`config.mk`:
```
export PLATFORM = sky130hd
export DESIGN_NAME = flit_rx_buffer
export DESIGN_NICKNAME = d
export VERILOG_FILES = /design/src/rtl/flit_rx_buffer.sv
export SDC_FILE = /design/constraint.sdc
export NUM_CORES = 1
export LEC_CHECK = 0
export BUFFER_PORTS_ARGS = -buffer_cell sky130_fd_sc_hd__buf_2
export CAP_MARGIN = 20
export CORE_MARGIN = 2
export CORE_UTILIZATION = 45
export DETAILED_ROUTE_END_ITERATION = 10
export HOLD_SLACK_MARGIN = 0.05
export PLACE_DENSITY_LB_ADDON = 0.3
export SETUP_SLACK_MARGIN = 0.5
export SLEW_MARGIN = 20
export SYNTH_ARGS = -nofsm -noshare
export SYNTH_HDL_FRONTEND = slang
export SYNTH_SLANG_ARGS = --single-unit
```
`constraint.sdc`:
```
create_clock -name clk -period 5.72 [get_ports clk]
set_input_delay 0.858 -clock clk [delete_from_list [all_inputs] [get_ports clk]]
set_output_delay 0.858 -clock clk [all_outputs]
set_load 0.05 [all_outputs]
```
`src/rtl/flit_rx_buffer.sv`:
```
// Receive-side flit buffer: drops bad-checksum flits with NACK/backoff,
// queues good flits in a small FIFO and latches a link fault on repeated errors.
package types;
  typedef struct packed {
    logic [7:0] payload;
    logic [7:0] checksum;
  } flit_t;
endpackage

module flit_rx_buffer #(
  parameter int unsigned DEPTH          = 4,
  parameter int unsigned MAX_RETRY      = 3,
  parameter int unsigned BACKOFF_CYCLES = 4,
  parameter int unsigned ERR_CNT_WIDTH  = 8
) (
  input  logic                     clk,
  input  logic                     rst_n,
  input  logic                     in_valid,
  output logic                     in_ready,
  input  types::flit_t             in_flit,
  input  logic                     in_checksum_ok,
  output logic                     out_valid,
  input  logic                     out_ready,
  output types::flit_t             out_flit,
  output logic                     ack,
  output logic                     nack,
  output logic                     fault,
  input  logic                     clear_fault,
  output logic [$clog2(DEPTH):0]   occupancy,
  output logic [ERR_CNT_WIDTH-1:0] err_count
);

  localparam int unsigned PW = $clog2(DEPTH);
  localparam int unsigned CW = $clog2(MAX_RETRY + 1);
  localparam int unsigned BW = $clog2(BACKOFF_CYCLES + 1);
  localparam logic [PW:0]   FULL      = (PW + 1)'(DEPTH);
  localparam logic [CW-1:0] RETRY_LIM = CW'(MAX_RETRY);
  localparam logic [BW-1:0] BO_LOAD   = BW'(BACKOFF_CYCLES);

  typedef enum logic [1:0] {RUN, BACKOFF, FAULT} state_t;

  state_t        state;
  logic [PW-1:0] wr_ptr;
  logic [PW-1:0] rd_ptr;
  logic [CW-1:0] consec;
  logic [CW-1:0] consec_inc;
  logic [BW-1:0] bo_cnt;
  types::flit_t  mem [DEPTH];

  logic accept;
  logic push;
  logic bad;
  logic pop;

  // Readiness depends only on registered state, never on in_valid.
  assign in_ready   = (state == RUN) && (occupancy < FULL);
  assign accept     = in_valid && in_ready;
  assign push       = accept && in_checksum_ok;
  assign bad        = accept && !in_checksum_ok;
  assign out_valid  = (occupancy != '0);
  assign pop        = out_valid && out_ready;
  assign out_flit   = mem[rd_ptr];
  assign fault      = (state == FAULT);
  assign consec_inc = consec + CW'(1);

  always_ff @(posedge clk) begin
    if (push) mem[wr_ptr] <= in_flit;
  end

  always_ff @(posedge clk or negedge rst_n) begin
    if (!rst_n) begin
      state     <= RUN;
      wr_ptr    <= '0;
      rd_ptr    <= '0;
      occupancy <= '0;
      consec    <= '0;
      bo_cnt    <= '0;
      ack       <= 1'b0;
      nack      <= 1'b0;
      err_count <= '0;
    end else begin
      ack  <= push;
      nack <= bad;

      if (push) wr_ptr <= wr_ptr + PW'(1);
      if (pop)  rd_ptr <= rd_ptr + PW'(1);
      if (push && !pop)      occupancy <= occupancy + (PW + 1)'(1);
      else if (pop && !push) occupancy <= occupancy - (PW + 1)'(1);

      if (bad && (err_count != '1)) err_count <= err_count + ERR_CNT_WIDTH'(1);

      case (state)
        RUN: begin
          if (push) begin
            consec <= '0;
          end else if (bad) begin
            consec <= consec_inc;
            if (consec_inc == RETRY_LIM) begin
              state <= FAULT;
            end else begin
              state  <= BACKOFF;
              bo_cnt <= BO_LOAD;
            end
          end
        end
        BACKOFF: begin
          // Leaving on the count of 1 gives exactly BACKOFF_CYCLES stalled cycles.
          if (bo_cnt == BW'(1)) state <= RUN;
          else                  bo_cnt <= bo_cnt - BW'(1);
        end
        FAULT: begin
          if (clear_fault) begin
            state  <= RUN;
            consec <= '0;
          end
        end
        default: state <= RUN;
      endcase
    end
  end

endmodule

```
==> summary.txt <==
Placement
  – DP HPWL: 3892 microns
  – Placed Area: ~0.0040 sq mm
  – GPL Wtd Cong: ~0.79
  – I/O Buffers: 53

Synth
  – Main flop type after synthesis: edfxtp_1
  – Mapped Nets: 234
  – Synth top area cells: edfxtp_1 53%, dfrtp_1 17%, mux4_2 9.9%
  – Count of cell types in the netlist: 43
  – Mapped Avg Cell Area: 17.98 sq um
  – Yosys top cell area share: a little over half
  – Post-synth top area cell: edfxtp_1
  – Post-synth ARST share: 27.27%
  – Post-synth EDFFs: 64
  – Most common cell in the netlist: edfxtp_1
  – FF+latch count, synth: 88
  – Sequential area share after synthesis: 69.47%
  – Yosys Warn Count: 0
  – Cells after synthesis: 202
  – Synth top cells by count: 64 x edfxtp_1, 24 x dfrtp_1, 16 x mux4_2, 10 x inv_1, 9 x ha_1
  – Post-Syn Area: 0.003631 sq mm

Worst setup path
  – Crit path capture type: output pin
  – Max Fanout on Critical Path: 18
  – Worst setup path start: rd_ptr[0]$_DFFE_PN0P_
  – Critical path class: flop to output pin
  – Crit path DAT: 1.93 ns
  – Reg2reg start: state[1]$_DFFE_PN0P_
  – Worst setup SP type: flop
  – WP data required: 4.86 ns

Floorplanning
  – Initial Util: 46.75%
  – # rows: 32
  – Die W: 93.83 microns
  – Die ar.: a little under 0.009 sq mm
  – Core region area: 0.007767 sq mm
  – I/O pins: between 50 and 60
  – Die Y: 93.83 microns

Global route
  – First-pass GRT wire length: 9535 microns
  – Pin count of the biggest net entering global routing: 25
  – Vias in the first global route: 1,831
  – Gr ovfl total: 0
  – GRT Total Usage: 14.74%
  – Initial antenna violation count: 0

Clock network
  – CTS Hold Bufs: 0
  – CTS buffer count: 9
  – Clock buffer depth: 2
  – CTS Sinks: 88
  – Post-CTS Repair Setup Buffers: 0
  – Root Driver: clkbuf_8
  – Worst skew pair latency: 0.35 ns
  – TritonCTS clock tree: done
  – H-tree Lvls: 3
  – Clock slew at reported path FFs: 0.09 ns
  – Post-CTS Resized: 0

Timing
  – Fin Setup TNS: 0 ns
  – Final setup fails: 0
  – Fin crit share: between 40% and 50%
  – Worst slew margin: 43.87%
  – Tightest Pin Transition: 0.8420 ns
  – Peak Freq: 358.6 MHz
  – Final Hold Fails: 0
  – Slew Limit Fails: 0
  – RSZ-0062 raised after global routing: false
  – Layout Skew: 0.009981 ns
  – Final min period: 2.789 ns

Detailed routing
  – DRC: 0
  – Final ANT Viol Nets: 0
  – Wirelength per Cell: approximately 17 microns
  – DR iter-0 viols: 71
  – DR vias/cell: approximately 5.2
  – DR vias: between 1,500 and 2,000
  – DRT Wirelength: 6079 microns
  – DRT Pass-1 Iters: 4

Power
  – Power Internal: approximately 1.2 mW
  – Switching power of the nets: 929.7 uW
  – Max IR drop VDD: 304.4 uV
  – Comb pwr share: 38.9%
  – Sequential share of power: 41.9%
  – PwrDens: 518.5 mW/mm^2
  – Clock Power Share: 19.2%
  – Sw frac: between 40% and 50%
  – Static Leak: 1.602 nW

Finish
  – Nets: 291
  – Final instance area: 0.004183 sq mm
  – Share of layout cells above drive strength 1: 37.50%
  – P&R area growth vs syn: 15.20%
  – Fill cell count: 650
  – # diodes: 0

Flow run
  – MaxCap Viol Count: 0

Hold path
  – Tightest Hold Check Type: input port to async pin

Outcome
  – Outcome: finished, final reports clean
[worst paths after layout]
path | slack, ns | endpoint | depth (start not counted)
max in group asynchronous | 4.84 | rd_ptr[0]$_DFFE_PN0P_ | 1
hold reg to reg | 0.51 | bo_cnt[0]$_DFFE_PN0P_ | 1
setup / recovery | 2.93 | out_flit[11] | 2
min in group clk | 0.51 | bo_cnt[0]$_DFFE_PN0P_ | 1
hold / removal | 0.48 | err_count[0]$_DFFE_PN0P_ | 1
setup reg to reg | 3.11 | occupancy[2]$_DFFE_PN0P_ | 8
[cells by family (layout without fill, tap and decap cells)]
kind of cell,count (synthesis),after routing,share of synthesized area [%]
simple gates,36,36,6.099
fa+ha+maj,10,10,3.653
flops,88,88,69.47
xor+xnor,9,9,2.171
mux,22,22,11.72
compound gates,19,19,4.514
buf+inv,18,80,2.378
[sequential cells by signal, indices dropped and copies added (netlist names)]
signal     count
mem           64
wr_ptr         2
consec         2
rd_ptr         2
state          2
ack            1
bo_cnt         3
err_count      8
occupancy      3
nack           1
[metal layers]
metal / vias up / wire length, microns / global-route usage (%)
li1: 906 / - / -
met1: 955 / 2888 / 20.77
met2: 44 / 2869 / 21.85
met3: 6 / 251 / 3.210
met4: 0 / 70 / 7.246
met5: - / 0 / 0
[power groups by stage]
stage	registers, mW	logic, mW	clock network, mW
5_1_grt	0.933	0.901	0.454
4_1_cts	0.915	0.852	0.428
2_1_floorplan	0.944	0.647	0
3_5_place_dp	0.927	0.847	0
3_3_place_gp	0.925	0.841	0
6_report	0.910	0.843	0.416
[through the flow]
stage | setup WS, ns | power, mW | instances | hold slack (ns) | utilization, %
floorplan | 2.969 | 1.591 | 202 | 0.4775 | -
global placement | 2.814 | 1.766 | 350 | 0.4931 | 51.35
detailed placement | 2.759 | 1.774 | 350 | 0.5013 | 51.35
CTS | 2.458 | 2.195 | 366 | 0.4850 | 53.83
global route | 2.792 | 2.288 | 366 | 0.5160 | 53.85
finish | 2.931 | 2.169 | 366 | 0.4791 | 53.85
[critical path, cell delays in order (launching register included)]
cell     delay (ns)
dfrtp_2        0.76
mux4_2         0.59
buf_2          0.23
[cell type report]
type                            count  area (sq um)  area share [%]
Clock inverter                      7         68.82           1.645
Timing Repair Buffer               54         272.8           6.521
Sequential cell                    88          2524           60.34
Clock buffer                        9         123.9           2.961
Tap cell                          102         127.6           3.051
Inverter                           10         37.54          0.8974
Multi-Input combinational cell     96          1028           24.59
[placed cells by master (no fill, tap or decap), drive strengths merged, types with 2 or more instances in the layout]
cell type  instances
a211oi             3
a21oi              6
and3               5
buf               54
clkbuf             9
clkinv             2
dfrtp             24
edfxtp            64
ha                 9
inv               15
mux2               4
mux2i              2
mux4              16
nand2              5
nand2b             3
nand3              3
nand4              2
nor2               4
nor2b              2
nor3               3
o21ai              3
or2                2
xnor2              5
xor2               4
(Power assumes the default switching activity.)
